`src/rtl/i2s_tx_ctrl.sv`:
```
// i2s_tx_ctrl: I2S BCLK/LRCLK generator and PISO sequencer with a one-pair holding buffer
module i2s_tx_ctrl #(
   parameter int WD      = 24,
   parameter int SLOT_W  = 32,
   parameter int CLK_DIV = 4
) (
   input  logic          clk_i,
   input  logic          rst_ni,
   input  logic          en_i,
   input  logic          valid_i,
   input  logic [WD-1:0] left_i,
   input  logic [WD-1:0] right_i,
   output logic          ready_o,
   output logic          underrun_o,
   output logic          busy_o,
   output logic          bclk_o,
   output logic          lrclk_o,
   output logic          piso_en_o,
   output logic          piso_wren_o,
   output logic [WD-1:0] piso_pdata_o
);
   localparam int DW = (CLK_DIV > 1) ? $clog2(CLK_DIV) : 1;
   localparam int BW = $clog2(SLOT_W);
   localparam logic [1:0] IDLE  = 2'd0;
   localparam logic [1:0] RUN   = 2'd1;
   localparam logic [1:0] DRAIN = 2'd2;
   logic [1:0]    state;
   logic [DW-1:0] div_cnt;
   logic [BW-1:0] bit_cnt;
   logic [BW-1:0] bit_nxt;
   logic          full;
   logic [WD-1:0] hold_l;
   logic [WD-1:0] hold_r;
   logic [WD-1:0] frm_r;
   logic          tc;
   logic          fall;
   logic          stop;
   logic          load;
   logic          load_l;
   // Tick decode: the left sample goes straight from the holding buffer into the PISO,
   // so only the right half of the frame needs to be kept until the right-slot load.
   always_comb begin
      tc           = (state != IDLE) && (div_cnt == DW'(CLK_DIV - 1));
      fall         = tc && bclk_o;
      bit_nxt      = (bit_cnt == BW'(SLOT_W - 1)) ? '0 : bit_cnt + 1'b1;
      stop         = fall && (state == DRAIN) && !en_i && (bit_nxt == '0) && lrclk_o;
      piso_en_o    = fall && !stop;
      load         = piso_en_o && (bit_nxt == BW'(1));
      load_l       = load && !lrclk_o;
      piso_wren_o  = piso_en_o && !load;
      piso_pdata_o = !load ? '0 : lrclk_o ? frm_r : full ? hold_l : '0;
      underrun_o   = load_l && !full;
      ready_o      = !full;
      busy_o       = state != IDLE;
   end
   // BCLK divider, slot bit counter, LRCLK and run/drain/idle sequencing
   always_ff @(posedge clk_i) begin
      if (!rst_ni) begin
         state   <= IDLE;
         div_cnt <= '0;
         bit_cnt <= BW'(SLOT_W - 1);
         bclk_o  <= 1'b0;
         lrclk_o <= 1'b1;
      end else if (state == IDLE || stop) begin
         state   <= (state == IDLE && en_i) ? RUN : IDLE;
         div_cnt <= '0;
         bit_cnt <= BW'(SLOT_W - 1);
         bclk_o  <= 1'b0;
         lrclk_o <= 1'b1;
      end else begin
         state   <= en_i ? RUN : DRAIN;
         div_cnt <= tc ? '0 : div_cnt + 1'b1;
         bclk_o  <= bclk_o ^ tc;
         if (fall) begin
            bit_cnt <= bit_nxt;
            lrclk_o <= lrclk_o ^ (bit_nxt == '0);
         end
      end
   end
   // Holding buffer accept, and its pop into the frame at the left-slot load tick
   always_ff @(posedge clk_i) begin
      if (!rst_ni) begin
         full   <= 1'b0;
         hold_l <= '0;
         hold_r <= '0;
         frm_r  <= '0;
      end else begin
         if (valid_i && !full) begin
            hold_l <= left_i;
            hold_r <= right_i;
            full   <= 1'b1;
         end
         if (load_l) begin
            frm_r <= full ? hold_r : '0;
            if (full) full <= 1'b0;
         end
      end
   end
endmodule
```
`config.mk`:
```
export PLATFORM = sky130hd
export DESIGN_NAME = i2s_tx_ctrl
export DESIGN_NICKNAME = d
export VERILOG_FILES = /design/src/rtl/i2s_tx_ctrl.sv
export SDC_FILE = /design/constraint.sdc
export NUM_CORES = 1
export LEC_CHECK = 0
export BUFFER_PORTS_ARGS = -buffer_cell sky130_fd_sc_hd__buf_2
export CAP_MARGIN = 15
export CORE_MARGIN = 5
export CORE_UTILIZATION = 55
export DETAILED_ROUTE_END_ITERATION = 16
export GPL_TIMING_DRIVEN = 0
export PLACE_DENSITY_LB_ADDON = 0.15
export SLEW_MARGIN = 20
export SYNTH_ARGS = -nofsm -noshare
export SYNTH_HDL_FRONTEND = slang
export SYNTH_SLANG_ARGS = --single-unit
```
`constraint.sdc`:
```
create_clock -name clk_i -period 2.8 [get_ports clk_i]
set_input_delay 0.56 -clock clk_i [delete_from_list [all_inputs] [get_ports clk_i]]
set_output_delay 0.56 -clock clk_i [all_outputs]
set_load 0.01 [all_outputs]
```
=== Word-level counts from Yosys, hierarchy flattened ===
Cells that the tools add are included.

* Flip-flop bits (word level): 84
* Input port bits: 52
* Word-level logic and storage cells: 53

* Mux-type cells: 11
* Reduce and logical (&&, ||, !) cells: 24
* Bitwise operators: 3
* $add $sub $neg: 2
* Equality and inequality tests: 4

{| class="wikitable"
|+ Operator list
! cell !! count
|-
| 2-to-1 mux 24 bit || 4
|-
| logical AND 1 bit || 13
|-
| adder 5 x 1 -> 5 bit, second input constant || 1
|-
| == test 5 x 1 -> 1 bit, second input constant || 1
|-
| == test 5 bit, second input constant || 1
|-
| logical NOT 1 bit || 5
|-
| logical NOT 5 bit || 1
|-
| 2-to-1 mux 5 bit || 1
|-
| == test 2 bit, second input constant || 2
|-
| 2-to-1 mux 1 bit || 4
|-
| 2-to-1 mux 2 bit || 2
|-
| OR reduction 3 bit || 1
|-
| adder 2 x 1 -> 2 bit, second input constant || 1
|-
| logical NOT 2 bit || 1
|-
| nonzero test 2 bit || 1
|-
| OR reduction 2 bit || 1
|-
| bitwise XOR 1 bit || 2
|-
| logical OR 1 bit || 1
|-
| NOT 1 bit || 1
|}

=== Logic depth before layout (Yosys ltp) ===
* Word-level depth: 12
* Depth in mapped cells: 8
* Gate-level depth less buffers: 7

=== Least setup slack after synthesis ===
No wires, ideal clock.

* Path type: flip-flop to output port
* Start point: register bit_cnt[0]
* End point: output underrun_o
* Setup slack: 281 ps
* Buffers on the path: 1
* Arrival: 1959 ps
* Stages on the path, launching flop included: 8
* Path through: dfxtp_1 > ha_1 > and3_1 > ha_1 > nor2b_1 > nand3b_1 > clkbuf_1 > nor3_1

* Longest elaborated chain between the ends: 10
* Elaborated cells between the ends (all ways): 12

{| class="wikitable"
|+ Ends and longest elaborated chain
! element !! line !! RTL
|-
| from (decl) || 29 || <nowiki>logic [BW-1:0] bit_cnt;</nowiki>
|-
| from (signal assigned) || 61 || <nowiki>bit_cnt <= BW'(SLOT_W - 1);</nowiki>
|-
| from (signal assigned) || 67 || <nowiki>bit_cnt <= BW'(SLOT_W - 1);</nowiki>
|-
| from (signal assigned) || 75 || <nowiki>bit_cnt <= bit_nxt;</nowiki>
|-
| adder 5 x 1 -> 5 bit / == test 5 bit (equally long branches) || 45 || <nowiki>bit_nxt = (bit_cnt == BW'(SLOT_W - 1)) ? '0 : bit_cnt + 1'b1;</nowiki>
|-
| 2-to-1 mux 5 bit (*) || 45 ||
|-
| named net bit_nxt[4] || 30 || <nowiki>logic [BW-1:0] bit_nxt;</nowiki>
|-
| logical NOT 5 bit || 46 || <nowiki>stop = fall && (state == DRAIN) && !en_i && (bit_nxt == '0) && lrclk_o;</nowiki>
|-
| logical AND 1 bit (2 in series) || 46 ||
|-
| logical NOT 1 bit || 47 || <nowiki>piso_en_o = fall && !stop;</nowiki>
|-
| logical AND 1 bit || 47 ||
|-
| logical AND 1 bit (*) || 48 || <nowiki>load = piso_en_o && (bit_nxt == BW'(1));</nowiki>
|-
| logical AND 1 bit (*) || 49 || <nowiki>load_l = load && !lrclk_o;</nowiki>
|-
| logical AND 1 bit (*) || 52 || <nowiki>underrun_o = load_l && !full;</nowiki>
|-
| to (decl) || 14 || <nowiki>output logic underrun_o,</nowiki>
|}

The timed path passes the listed nets; every way through them passes the cells marked *.

=== Worst setup path in the final report ===
* Start point: register bit_cnt[1]
* End point: output piso_pdata_o[4]

* Longest elaborated chain between the ends: 9
* Elaborated cells between the ends (all ways): 11

{| class="wikitable"
|+ Ends and longest elaborated chain
! element !! line !! RTL
|-
| adder 5 x 1 -> 5 bit / == test 5 bit (equally long branches) || 45 ||
|-
| 2-to-1 mux 5 bit (*) || 45 ||
|-
| logical NOT 5 bit || 46 ||
|-
| logical AND 1 bit (2 in series) || 46 ||
|-
| logical NOT 1 bit || 47 ||
|-
| logical AND 1 bit || 47 ||
|-
| logical AND 1 bit (*) || 48 ||
|-
| 2-to-1 mux 24 bit (*) || 51 || <nowiki>piso_pdata_o = !load ? '0 : lrclk_o ? frm_r : full ? hold_l : '0;</nowiki>
|-
| to (decl) || 20 || <nowiki>output logic [WD-1:0] piso_pdata_o</nowiki>
|}

Every way passes the cells marked *; elsewhere a longest branch is shown, timed or not.

==> impl_summary.log <==
[metrics] count of vias placed by the detailed router: 3991
[metrics] die width: 94.95 um
[metrics] final-report hold violation count: 0
[metrics] reported max-cap violation count: 0
[metrics] instance count of the mapped netlist: 531
[metrics] portion of netlist area occupied by mux cells: 0.2522%
[metrics] part of the Yosys area used for sequential elements: 42.37%
[metrics] CTS Root Buffer Type: sky130_fd_sc_hd__clkbuf_8
[metrics] detailed-route wire length: 11030 um
[metrics] time the worst path needs with I/O delays and setup: 2.808 ns
[metrics] std cell rows: 31
[metrics] combinational family with the most area after synthesis: simple AND/OR/NAND/NOR gates
[metrics] post-synthesis instance area: 3969 um^2
[metrics] DRT iter0 DRCs: 215
[metrics] maximum root-to-sink buffer count: 2
[metrics] number of optimization iterations in the first detailed-route pass: 6
[metrics] worst hold path type: in2reg
[metrics] Area growth, synth to finish: 30.52%
[metrics] height of the die: 94.95 um
[metrics] post-layout util: 72.58%
[metrics] Post-Syn Area per Cell: 7.474 um^2
[metrics] crit end category: primary output
[metrics] post-CTS clock slew at the launch and capture registers of the worst setup and hold paths: 0.09 ns
[metrics] # H-tree levels: 3
[metrics] biggest fanout along the worst timing path: 5
[metrics] slack of the critical path: -0.007861 ns
[metrics] I/O pin count: 83
[metrics] global-route wire length before repair: 16500 um
[metrics] slowest stage cell, crit path: sky130_fd_sc_hd__or4_4
[metrics] # clock sinks: 84
[metrics] worst setup path startpoint: bit_cnt[1]
[metrics] pin count of the biggest net entering global routing: 16
[metrics] simple-gate portion of the synthesized area: 27.43%
[metrics] final cycle utilization of the critical path: 100.3%
[metrics] # diodes: 0
[metrics] maximum frequency from static timing analysis: 0.3561 GHz
[metrics] count of unique library cells instantiated by Yosys: 40
[metrics] number of cells traversed by the worst register-to-register path: 9
[metrics] Crit path arrival time: 2.25 ns
[metrics] DRC Markers: 0
[metrics] flip-flop and latch count after synthesis: 84
[metrics] Synth async-reset ratio: 0%
[metrics] RSZ-0062 raised after global routing: yes
[metrics] Buffers on Ports: 82
[metrics] overall die area: 9015 um^2
[metrics] Layout Skew: 0.005093 ns
[metrics] failing checks: negative setup slack
[metrics] overall power of the completed layout: 2.336 mW
[metrics] number of antenna violations at the first check in global routing: 0
[metrics] run status: complete, but fails checks
[metrics] fraction of layout cells with a size suffix above 1: 23.82%
[metrics] worst hold path depth: 2
[metrics] start of the worst register-to-register path: bit_cnt[0]
[metrics] r2r endpoint: frm_r[14]
[metrics] Post-layout nets: 689
[metrics] flop-to-flop setup slack: 0.46 ns
[metrics] clk_lat worst skew: 0.35 ns
[metrics] half-perimeter wire length after detailed placement: 7795 um
[metrics] Critical Path Source Type: register
[metrics] number of synthesized flops with an enable pin: 0
[metrics] net count of the mapped netlist: 587
[metrics] Largest stage delay, worst path: 0.51 ns
[metrics] Wirelength per Cell: 14.96 um
[metrics] Worst-Margin Slew: 0.6248 ns
[metrics] total core area: 7137 um^2
[metrics] Compound-Gate Fraction of Synth Area: 23.42%
[metrics] hold path startpoint: en_i
[metrics] final-report setup violation count: 1
[metrics] share of the synthesized netlist area taken by xor and xnor gates: 0.2207%
[metrics] largest voltage drop on the vdd net: 0.3220 mV
[metrics] sum of negative setup slack: -0.007861 ns
[metrics] number of warnings issued by yosys: 0
[metrics] routability congestion estimate: 0.8665
[metrics] Congestion Overflow GR: 0
[metrics] power density normalized to cell area: 450.9 nW/um^2
[metrics] critical path start-end classification: reg2out
[metrics] cells traversed along the worst timing path: ha_4 -> or4_4 -> o41ai_4 -> nand3_4 -> buf_8 -> nor2_4 -> buf_6
[metrics] number of global-route vias before repair: 3658
[metrics] Post-CTS Hold Buffers: 0
[metrics] max-slew violation count: 0
[metrics] CTS tree: yes
[metrics] number of routed nets with antenna violations: 0
[metrics] leakage power: 1.854 nW
[metrics] overall routing resource usage: 23.40%
[metrics] number of buffers inserted during clock tree synthesis: 9
[metrics] Post-Synth Adder-Cell Area: 1.261%
[metrics] Initial Util: 55.61%
[metrics] dpl ws: -0.2184 ns
[metrics] drt via density: 5.415
[metrics] worst slew slack as a fraction of its limit: 58.16%
[metrics] most common flop cell mapped by yosys: sky130_fd_sc_hd__dfxtp_1
[metrics] required time of the worst setup path: 2.24 ns
[metrics] endpoint of the worst hold-timing path: state[1]
worst max-delay path by stage:
stage | end | slack (ns)
2_1_floorplan | underrun_o | 0.28
3_3_place_gp | piso_pdata_o[9] | -0.16
3_5_place_dp | piso_pdata_o[9] | -0.22
4_1_cts | underrun_o | 0.006
5_1_grt | piso_pdata_o[4] | -0.04
6_report | piso_pdata_o[4] | -0.008
Yosys cell counts (all sizes together), types with 2 or more instances:
library cell	instances	area (um^2)
a21boi	74	559.3
and2	3	18.77
dfxtp	84	1682
inv	2	7.510
clkbuf	38	142.6
o21ai	34	170.2
o211ai	2	15.01
nor2b	2	12.51
nor3b	2	15.01
nand2	148	555.5
nand3	5	25.02
nor3	2	10.01
ha	4	50.05
or3	25	156.4
and3	3	18.77
buf	7	50.04
a21oi	25	125.1
nor2	54	202.7
timing repair:
action / in CTS / in global routing
pin swaps: 1 / 22
cloned: 2 / 0
endpoints found under the setup margin: 27 / 25
gates resized for setup: 26 / 72
setup buffers: 5 / 2
final cells by class:
class                      instances  area (um^2)
multi-input combinational        400         2322
fill                             594         1957
sequential                        84         1689
timing repair buffer              91        618.1
buffer                            45        220.2
clock buffer                       9        123.9
tap                               99        123.9
clock inverter                     7        75.07
inverter                           2        7.507
placed cells by master (no fill, tap or decap), types with 2 or more instances in the layout:
cell type and n:
sky130_fd_sc_hd__clkbuf_8 9, sky130_fd_sc_hd__nand2_1 148, sky130_fd_sc_hd__a21boi_0 49, sky130_fd_sc_hd__dfxtp_4 2, sky130_fd_sc_hd__o21ai_1 4, sky130_fd_sc_hd__clkbuf_2 4, sky130_fd_sc_hd__buf_6 25, sky130_fd_sc_hd__inv_1 2
sky130_fd_sc_hd__o21ai_0 30, sky130_fd_sc_hd__ha_4 2, sky130_fd_sc_hd__clkinvlp_4 3, sky130_fd_sc_hd__and3_1 3, sky130_fd_sc_hd__buf_8 3, sky130_fd_sc_hd__ha_1 2, sky130_fd_sc_hd__buf_2 63, sky130_fd_sc_hd__or3_1 25
sky130_fd_sc_hd__nor2_2 2, sky130_fd_sc_hd__clkbuf_1 32, sky130_fd_sc_hd__buf_4 6, sky130_fd_sc_hd__and2_1 3, sky130_fd_sc_hd__buf_1 3, sky130_fd_sc_hd__inv_6 2, sky130_fd_sc_hd__nor2_1 31, sky130_fd_sc_hd__dfxtp_1 82
sky130_fd_sc_hd__o211ai_1 2, sky130_fd_sc_hd__a21oi_1 25, sky130_fd_sc_hd__nor3b_1 2, sky130_fd_sc_hd__nor2_4 21, sky130_fd_sc_hd__a21boi_1 24, sky130_fd_sc_hd__nand3_1 4
report_power, final:
| group | leakage, nW | switching, mW | internal (mW) | total (mW) |
|---|---|---|---|---|
| Combinational | 1.08 | 0.116 | 0.0804 | 0.196 |
| Clock | 0.0923 | 0.462 | 0.417 | 0.879 |
| Sequential | 0.685 | 0.0236 | 1.24 | 1.26 |
worst max-delay path, delay by kind of cell (launching register included):
kind            cells  cell delay, ns
compound gates      1            0.10
fa+ha+maj           1            0.24
buf+inv             2            0.33
flops               1            0.36
simple gates        3            0.86
through the flow:
| stage | area [um^2] | hold slack (ns) | cells |
|---|---|---|---|
| 2_1_floorplan | 3969 | 0.4081 | 531 |
| 3_3_place_gp | 4503 | 0.4182 | 712 |
| 3_5_place_dp | 4503 | 0.4273 | 712 |
| 4_1_cts | 4848 | 0.4117 | 735 |
| 5_1_grt | 5180 | 0.4170 | 737 |
| 6_report | 5180 | 0.4206 | 737 |
cell families (layout without fill, tap and decap cells):
| logic type | after synthesis | after routing |
|---|---|---|
| flops | 84 | 84 |
| fa+ha+maj | 4 | 4 |
| buf+inv | 47 | 154 |
| simple gates | 253 | 253 |
| xor+xnor | 1 | 1 |
| compound gates | 141 | 141 |
| mux | 1 | 1 |
sequential cells by signal (all words and copies together) (netlist names):
| register | cells |
|---|---|
| frm_r | 24 |
| bclk_o | 1 |
| hold_l | 24 |
| full | 1 |
| bit_cnt | 5 |
| hold_r | 24 |
| div_cnt | 2 |
| lrclk_o | 1 |
| state | 2 |
metal layers:
metal | up-vias | routed length, um | track usage [%] | part of all wire (%)
met1 | 1877 | 4683 | 29.56 | 42
met4 | 0 | 206 | 9.976 | 1.9
met3 | 17 | 659 | 3.904 | 6.0
met2 | 126 | 5475 | 39.28 | 50
met5 | - | 0 | 0 | 0
li1 | 1971 | - | - | -
Note: power is estimated with default switching activity, not from simulation.
